$ cat src/rtl/sum_accumulator_if.sv
// sum_accumulator_if
//   Groups the upstream (sum in) and downstream (batch total out) handshakes
//   of sum_accumulator.
//
//   Handshake rule for both channels: a transfer happens on a rising clk edge
//   where valid and ready are both high. A producer holds valid and its data
//   stable until that edge. The consumer may raise ready before valid.
//
//   Signals:
//     in_valid / in_ready / in_value                : upstream sum channel
//     out_valid / out_ready / out_value / out_overflow : batch total channel
//   Modports:
//     master : the surrounding system (drives inputs, observes outputs)
//     slave  : the accumulator itself
interface sum_accumulator_if #(
  parameter int IN_WIDTH  = 9,
  parameter int ACC_WIDTH = 16
);
  logic                 in_valid;
  logic                 in_ready;
  logic [IN_WIDTH-1:0]  in_value;
  logic                 out_valid;
  logic                 out_ready;
  logic [ACC_WIDTH-1:0] out_value;
  logic                 out_overflow;

  modport master (
    output in_valid, in_value, out_ready,
    input  in_ready, out_valid, out_value, out_overflow
  );

  modport slave (
    input  in_valid, in_value, out_ready,
    output in_ready, out_valid, out_value, out_overflow
  );
endinterface

$ cat src/rtl/sum_accumulator.sv
// sum_accumulator
//   Unsigned batch accumulator placed after the parameterized adder. It adds
//   COUNT accepted sums into an ACC_WIDTH register, then presents the batch
//   total on a held valid/ready port. An overflow anywhere in the batch is
//   flagged on out_overflow.
//
//   Optional build macro: SUM_ACCUMULATOR_SATURATE_EN
//     defined   : accumulator clamps to 2^ACC_WIDTH-1 once the batch overflows
//     undefined : accumulator wraps modulo 2^ACC_WIDTH
//
//   Parameters: IN_WIDTH (input sum width), ACC_WIDTH (>= IN_WIDTH),
//               COUNT (samples per batch, >= 1)
//   Ports:
//     clk       : single clock, rising edge
//     rst       : synchronous, active-high reset
//     bus       : sum_accumulator_if.slave (in_* and out_* handshakes)
//     fsm_state : debug view of the FSM (0 = ACCUM, 1 = HOLD)
module sum_accumulator #(
  parameter int IN_WIDTH  = 9,
  parameter int ACC_WIDTH = 16,
  parameter int COUNT     = 4
) (
  input  logic              clk,
  input  logic              rst,
  sum_accumulator_if.slave  bus,
  output logic              fsm_state
);
  // Wide enough to hold the value COUNT itself.
  localparam int CNT_W = $clog2(COUNT + 1);

  typedef enum logic {
    ACCUM = 1'b0,
    HOLD  = 1'b1
  } state_t;

  state_t               state;
  logic [ACC_WIDTH-1:0] acc;
  logic [CNT_W-1:0]     count;
  logic                 ovf;
  logic [ACC_WIDTH-1:0] out_value_q;
  logic                 out_overflow_q;

  logic                 accept;
  logic                 last_sample;
  logic [ACC_WIDTH:0]   sum_ext;
  logic                 carry;
  logic [ACC_WIDTH-1:0] next_acc;
  logic                 next_ovf;

  // in_ready is a pure decode of the state register, so out_ready never
  // reaches in_ready combinationally; this costs one idle input cycle after
  // every output handshake.
  assign bus.in_ready     = (state == ACCUM);
  assign bus.out_valid    = (state == HOLD);
  assign bus.out_value    = out_value_q;
  assign bus.out_overflow = out_overflow_q;
  assign fsm_state        = (state == HOLD);

  assign accept      = bus.in_valid & (state == ACCUM);
  assign last_sample = (count == CNT_W'(COUNT - 1));

  // One extra bit catches the carry out of the accumulator.
  assign sum_ext = {1'b0, acc} + {{(ACC_WIDTH + 1 - IN_WIDTH){1'b0}}, bus.in_value};
  assign carry   = sum_ext[ACC_WIDTH];

  always_comb begin
    next_ovf = ovf | carry;
`ifdef SUM_ACCUMULATOR_SATURATE_EN
    // Once the batch has overflowed it stays pinned at the maximum.
    next_acc = next_ovf ? {ACC_WIDTH{1'b1}} : sum_ext[ACC_WIDTH-1:0];
`else
    next_acc = sum_ext[ACC_WIDTH-1:0];
`endif
  end

  always_ff @(posedge clk) begin
    if (rst) begin
      state          <= ACCUM;
      acc            <= '0;
      count          <= '0;
      ovf            <= 1'b0;
      out_value_q    <= '0;
      out_overflow_q <= 1'b0;
    end else begin
      case (state)
        ACCUM: begin
          if (accept) begin
            acc   <= next_acc;
            count <= count + CNT_W'(1);
            ovf   <= next_ovf;
            if (last_sample) begin
              // Register the total including this final sample.
              out_value_q    <= next_acc;
              out_overflow_q <= next_ovf;
              state          <= HOLD;
            end
          end
        end
        HOLD: begin
          if (bus.out_ready) begin
            acc   <= '0;
            count <= '0;
            ovf   <= 1'b0;
            state <= ACCUM;
          end
        end
        default: state <= ACCUM;
      endcase
    end
  end
endmodule

$ cat src/flat_wrapper.sv
// flat-port wrapper written by rule: the top's interface ports become plain ports
module sum_accumulator_flat 
#(
  parameter int IN_WIDTH  = 9,
  parameter int ACC_WIDTH = 16,
  parameter int COUNT     = 4
)
  (clk, rst, fsm_state, bus_in_valid, bus_in_value, bus_out_ready, bus_in_ready, bus_out_valid, bus_out_value, bus_out_overflow);
  sum_accumulator_if #(.IN_WIDTH(IN_WIDTH), .ACC_WIDTH(ACC_WIDTH)) bus_i ();
  input  logic clk;
  input  logic rst;
  output logic fsm_state;
  input wire logic [$bits(bus_i.in_valid)-1:0] bus_in_valid;
  input wire logic [$bits(bus_i.in_value)-1:0] bus_in_value;
  input wire logic [$bits(bus_i.out_ready)-1:0] bus_out_ready;
  output wire logic [$bits(bus_i.in_ready)-1:0] bus_in_ready;
  output wire logic [$bits(bus_i.out_valid)-1:0] bus_out_valid;
  output wire logic [$bits(bus_i.out_value)-1:0] bus_out_value;
  output wire logic [$bits(bus_i.out_overflow)-1:0] bus_out_overflow;
  assign bus_i.in_valid = bus_in_valid;
  assign bus_i.in_value = bus_in_value;
  assign bus_i.out_ready = bus_out_ready;
  assign bus_in_ready = bus_i.in_ready;
  assign bus_out_valid = bus_i.out_valid;
  assign bus_out_value = bus_i.out_value;
  assign bus_out_overflow = bus_i.out_overflow;
  sum_accumulator #(.IN_WIDTH(IN_WIDTH), .ACC_WIDTH(ACC_WIDTH), .COUNT(COUNT)) u_core (.clk(clk), .rst(rst), .bus(bus_i), .fsm_state(fsm_state));
endmodule
$ cat config.mk
export PLATFORM = sky130hd
export DESIGN_NAME = sum_accumulator_flat
export DESIGN_NICKNAME = d
export VERILOG_FILES = /design/src/rtl/sum_accumulator_if.sv /design/src/rtl/sum_accumulator.sv /design/src/flat_wrapper.sv
export SDC_FILE = /design/constraint.sdc
export NUM_CORES = 1
export LEC_CHECK = 0
export BUFFER_PORTS_ARGS = -buffer_cell sky130_fd_sc_hd__buf_2
export CAP_MARGIN = 20
export CORE_UTILIZATION = 35
export CTS_BUF_LIST = sky130_fd_sc_hd__clkbuf_2 sky130_fd_sc_hd__clkbuf_4 sky130_fd_sc_hd__clkbuf_8
export CTS_CLUSTER_DIAMETER = 100
export CTS_CLUSTER_SIZE = 25
export DETAILED_ROUTE_END_ITERATION = 7
export PLACE_DENSITY_LB_ADDON = 0.2
export SYNTH_ARGS = -nofsm -noshare
export SYNTH_HDL_FRONTEND = slang
export SYNTH_SLANG_ARGS = --single-unit
export TNS_END_PERCENT = 10
$ cat constraint.sdc
create_clock -name clk -period 3 [get_ports clk]
set_clock_uncertainty 0.15 [all_clocks]
set_input_delay 0.6 -clock clk [delete_from_list [all_inputs] [get_ports clk]]
set_output_delay 0.6 -clock clk [all_outputs]
set_load 0.01 [all_outputs]
After elaboration in Yosys (flattened, before gate mapping)
Cells that the tools add are included.
Widths: inputs -> output; s select.
{ "word_totals": {"elab_cells": 29, "reg_bits": 38, "output_inout_bits": 20, "inputBits": 13} }
{ "op_classes": {"n_reduce_logical": 2, "add_sub_neg": 2, "n_bitwise": 3, "n_eq_ne": 3, "mux": 13} }
{ "ops": {"columns": ["op", "n"], "rows": [
  ["$mux 16", 2],
  ["$pmux 16 s2", 1],
  ["$add 16x9->17", 1],
  ["$mux 3", 2],
  ["$pmux 3 s2", 1],
  ["$mux 1", 5],
  ["$pmux 1 s2", 2],
  ["$add 3x1->3 const B", 1],
  ["$eq 3x2->1 const B", 1],
  ["$reduce_and 3->1", 1],
  ["$ne 2x1->1 const B", 1],
  ["$ne 2x2->1 const B", 1],
  ["$reduce_and 2->1", 1],
  ["$and 1x1->1", 1],
  ["$not 1->1", 1],
  ["$or 1x1->1", 1]
]} }

Depth between registers and ports, before layout
{ "logic_depth": {"ltp_word": 4, "depth_mapped": 8, "ltp_nobuf": 8} }

Least setup slack after synthesis
Ideal clock, no wire load.
{ "synth_timing": {"path_type": "input to register", "startpoint": "in bus_in_value[0]", "endpoint": "reg u_core.out_overflow_q, in the netlist u_core.bus.out_overflow", "stages": 8, "path_slack_ns": 0.329, "path_buffers": 0, "arrival_time_ns": 2.391, "setup_ns": 0.130, "required_ns": 2.720, "path_cell_list": "ha_1 fa_1 a211oi_2 o211ai_2 a32oi_4 nor2_2 a311oi_1 nor3_1"} }
{ "synth_via": {"elab_chain_len": 2} }
{ "synth_rtl": {"columns": ["element", "line", "rtl"], "rows": [
  ["start: declaration", "flat_wrapper.sv:14", "input wire logic [$bits(bus_i.in_value)-1:0] bus_in_value;"],
  ["$add 16x9->17", "sum_accumulator.sv:63", "assign sum_ext = {1'b0, acc} + {{(ACC_WIDTH + 1 - IN_WIDTH){1'b0}}, bus.in_value};"],
  ["$or 1x1->1", "sum_accumulator.sv:67", "next_ovf = ovf | carry;"],
  ["end signal: assignment", "sum_accumulator.sv:94", "out_overflow_q <= next_ovf;"],
  ["end: declaration", "sum_accumulator.sv:41", "logic out_overflow_q;"]
]} }
Every way passes these cells.
A chain may end at the register's enable or synchronous reset.

Worst setup path in the final report
Same ends and word-level chain as after synthesis.

==> summary.txt <==
Initial DRC count -> 116
Least-Margin Pin Slew -> 0.620 ns
Synthesized flop and latch total -> 38
Syn nets -> 271
Row count -> 28
Die ar. -> 6400 um2
Ys async rst share -> 0%
Xor/xnor share of the synthesized area -> 4.53%
Pin count of the biggest net entering global routing -> 29
HP Class -> flop to flop
Initial antenna violation count -> 0
Synthesized netlist cell count -> 246
First drt pass iteration count -> 4
Post-CTS sizing -> 0
Worst Setup End Kind -> flop
Seq/Total Area, Yosys -> 35.7%
Synth top area share -> 35.7%
Final net count -> 300
Inserted Diodes -> 0
Final worst path period need -> 2.59 ns
Switching share of total power -> 29.8%
Vias in the first global route -> 1699
Post-Syn Area -> 2130 um2
Postcts setup bufs -> 0
Unrepaired setup endpoints after global routing -> no
Rel. slew slack -> 58.6%
Fin worst setup slack -> 0.405 ns
Static Leak -> 0.982 nW
Crit. Startpoint -> bus_in_value[0]
Initial Util -> 36.2%
Vias per inst -> 5.20
Area of the multi-input gates -> 1260 um2
Vias -> 1815
CTS Hold Buffers Added -> 0
Count leader, synth -> dfxtp_1
Peak VDD IR -> 0.168 mV
First-pass GRT wire length -> 8.08 mm
Seq pwr share -> 47.0%
Max-slew violation count -> 0
Drt drc -> 0
Total CTS buffers -> 5
Area grow syn2layout -> 15.5%
Worst Hold Launch -> u_core.bus.out_value[0]
GRT Residual Overflow -> 0
WL/cell -> 13.5 um
PortBufs -> 32
WL final -> 4.72 mm
Largest family of logic cells by synthesized area -> compound AO/OA/AOI/OAI gates
Total GRT Usage -> 16.3%
CP arrival -> 2.60 ns
CP max FO -> 3
Detailed placement HPWL -> 3.43 mm
Comb power frac -> 22.1%
Detail Route Antenna Nets -> 0
Synth area leaders -> dfxtp_1 36%, ha_1 6.5%, a21oi_1 6.3%
CTS clk-pin slew, worst paths -> 0.07 ns
Period utilization -> 86.5%
Core Footprint -> 5890 um2
Max-Cap Viols -> 0
Skew-Pair Late Insertion Delay -> 0.29 ns
Synth top cells by count -> 38 x dfxtp_1, 28 x nand2_1, 27 x a21oi_1
Crit path kind -> input pin to flop
Syn_area_per_cell -> 8.65 um2
Final count of negative-setup-slack endpoints -> 0
Worst reg2reg startpoint -> u_core.acc[0]
P_sw -> 0.341 mW
Pre-CTS WS -> 0.0952 ns
I/O pins -> 33
Clk network pwr share -> 30.9%
Die height -> 80.0 um
TritonCTS Sinks -> 38
Adder-cell share of the synthesized area -> 7.41%
Max Buffers Root-to-Sink -> 2
Maximum clock rate -> 385 MHz
Width of the die -> 80.0 um
Synth Area in Compound Gates -> 27.0%
Cell-internal power -> 0.804 mW
Final estimated routing congestion in global placement -> 0.831
WP data required -> 3.01 ns
Hold Violations, Final -> 0
Pwr Density -> 466 nW/um2
Post-route setup TNS -> 0 ns
CTS tree -> yes
Post-synthesis mux area share -> 0.941%
Root Buffer -> clkbuf_8
Distinct cells, synth -> 51
Overall Power -> 1.15 mW
Synth warn -> 0
H-Tree Depth -> 2
Ratio of cells with drive above 1 in the final layout -> 23.4%
Post-synthesis simple-gate area fraction -> 19.6%
Synth area leader -> dfxtp_1
Seq. cell area -> 761 um2
FILL cells -> 628
Status -> finished clean
Startpoint class of the critical path -> input pin
Top FF cell, synth -> dfxtp_1
Post-synth EDFFs -> 0
==> worst paths after layout <==
kind | to | slack [ns] | cells after the start
hold / removal | u_core.bus.out_value[0] | 0.30 | 2
setup / recovery | u_core.bus.out_overflow | 0.41 | 9
hold reg to reg | u_core.bus.out_value[0] | 0.30 | 2
setup reg to reg | u_core.bus.out_overflow | 0.50 | 8
==> sequential cells by signal, summed over array words and instances (netlist names) <==
name                     count
u_core.bus.out_overflow      1
u_core.bus.out_value        16
u_core.count                 3
u_core.bus.out_valid         1
u_core.acc                  16
u_core.ovf                   1
==> stage by stage <==
| stage | instance area, um2 | util [%] | hold WS [ns] | std cells |
|---|---|---|---|---|
| finish | 2460 | 41.8 | 0.303 | 349 |
| floorplan | 2130 | - | 0.302 | 246 |
| global route | 2460 | 41.8 | 0.336 | 349 |
| CTS | 2460 | 41.8 | 0.306 | 349 |
| global placement | 2370 | 40.3 | 0.290 | 343 |
| detailed placement | 2370 | 40.3 | 0.295 | 343 |
==> kinds of logic (layout without fill, tap and decap cells) <==
group / Yosys count / count (layout)
AOI/OAI and AO/OA: 73 / 73
xor gates and xnor gates: 11 / 11
adders and majority gates: 12 / 12
buffers and inverters: 25 / 53
DFF: 38 / 38
muxes: 2 / 2
and+or+nand+nor: 85 / 85
==> area by class of cell <==
cell class / count / area share, %
repair buffers: 39 / 9.16
multi-input cells: 183 / 51.5
well taps: 75 / 3.82
flip-flops and latches: 38 / 31.0
inverters: 8 / 1.22
clock buffers: 6 / 3.36
==> critical path, cell delays in order <==
cell,delay [ns]
buf_2,0.10
ha_1,0.24
fa_1,0.44
a211oi_2,0.26
o211ai_2,0.14
a32oi_4,0.33
nor2_2,0.10
a311oi_1,0.30
nor3_1,0.08
==> routing by layer <==
layer  GRT usage (%)  up-vias  part of all wire, %
met1            21.6      830                   50
met5               0        -                    0
met2            26.3       35                   45
met3            2.40        9                  3.6
met4            6.43        0                  1.8
li1                -      941                    -
==> power by group through the flow <==
stage / Sequential [mW] / Combinational, mW / Clock, mW
3_5_place_dp: 0.550 / 0.253 / 0
6_report: 0.538 / 0.253 / 0.354
5_1_grt: 0.542 / 0.284 / 0.385
4_1_cts: 0.538 / 0.254 / 0.365
2_1_floorplan: 0.546 / 0.200 / 0
3_3_place_gp: 0.550 / 0.251 / 0
==> placed cells by master, fill, tap and decap left out, drive strengths merged <==
| master | n |
|---|---|
| a41oi | 1 |
| o21bai | 2 |
| a311oi | 3 |
| a31oi | 2 |
| buf | 39 |
| a32oi | 1 |
| nor3 | 8 |
| a311o | 1 |
| xor2 | 2 |
| mux2i | 2 |
| nand3b | 6 |
| o31ai | 4 |
| dfxtp | 38 |
| fa | 1 |
| nand2 | 28 |
| o21ai | 3 |
| a2111oi | 2 |
| ha | 11 |
| nor3b | 2 |
| nand2b | 1 |
| nor4 | 2 |
| a21o | 4 |
| nand3 | 3 |
| o21a | 1 |
| a22oi | 9 |
| inv | 8 |
| o211ai | 2 |
| a21oi | 31 |
| clkbuf | 6 |
| a211oi | 6 |
| a31o | 1 |
| and3 | 2 |
| nor2b | 2 |
| nand4 | 4 |
| nor2 | 25 |
| and2 | 2 |
| xnor2 | 9 |
No activity file was read; power rests on OpenSTA's default activity.
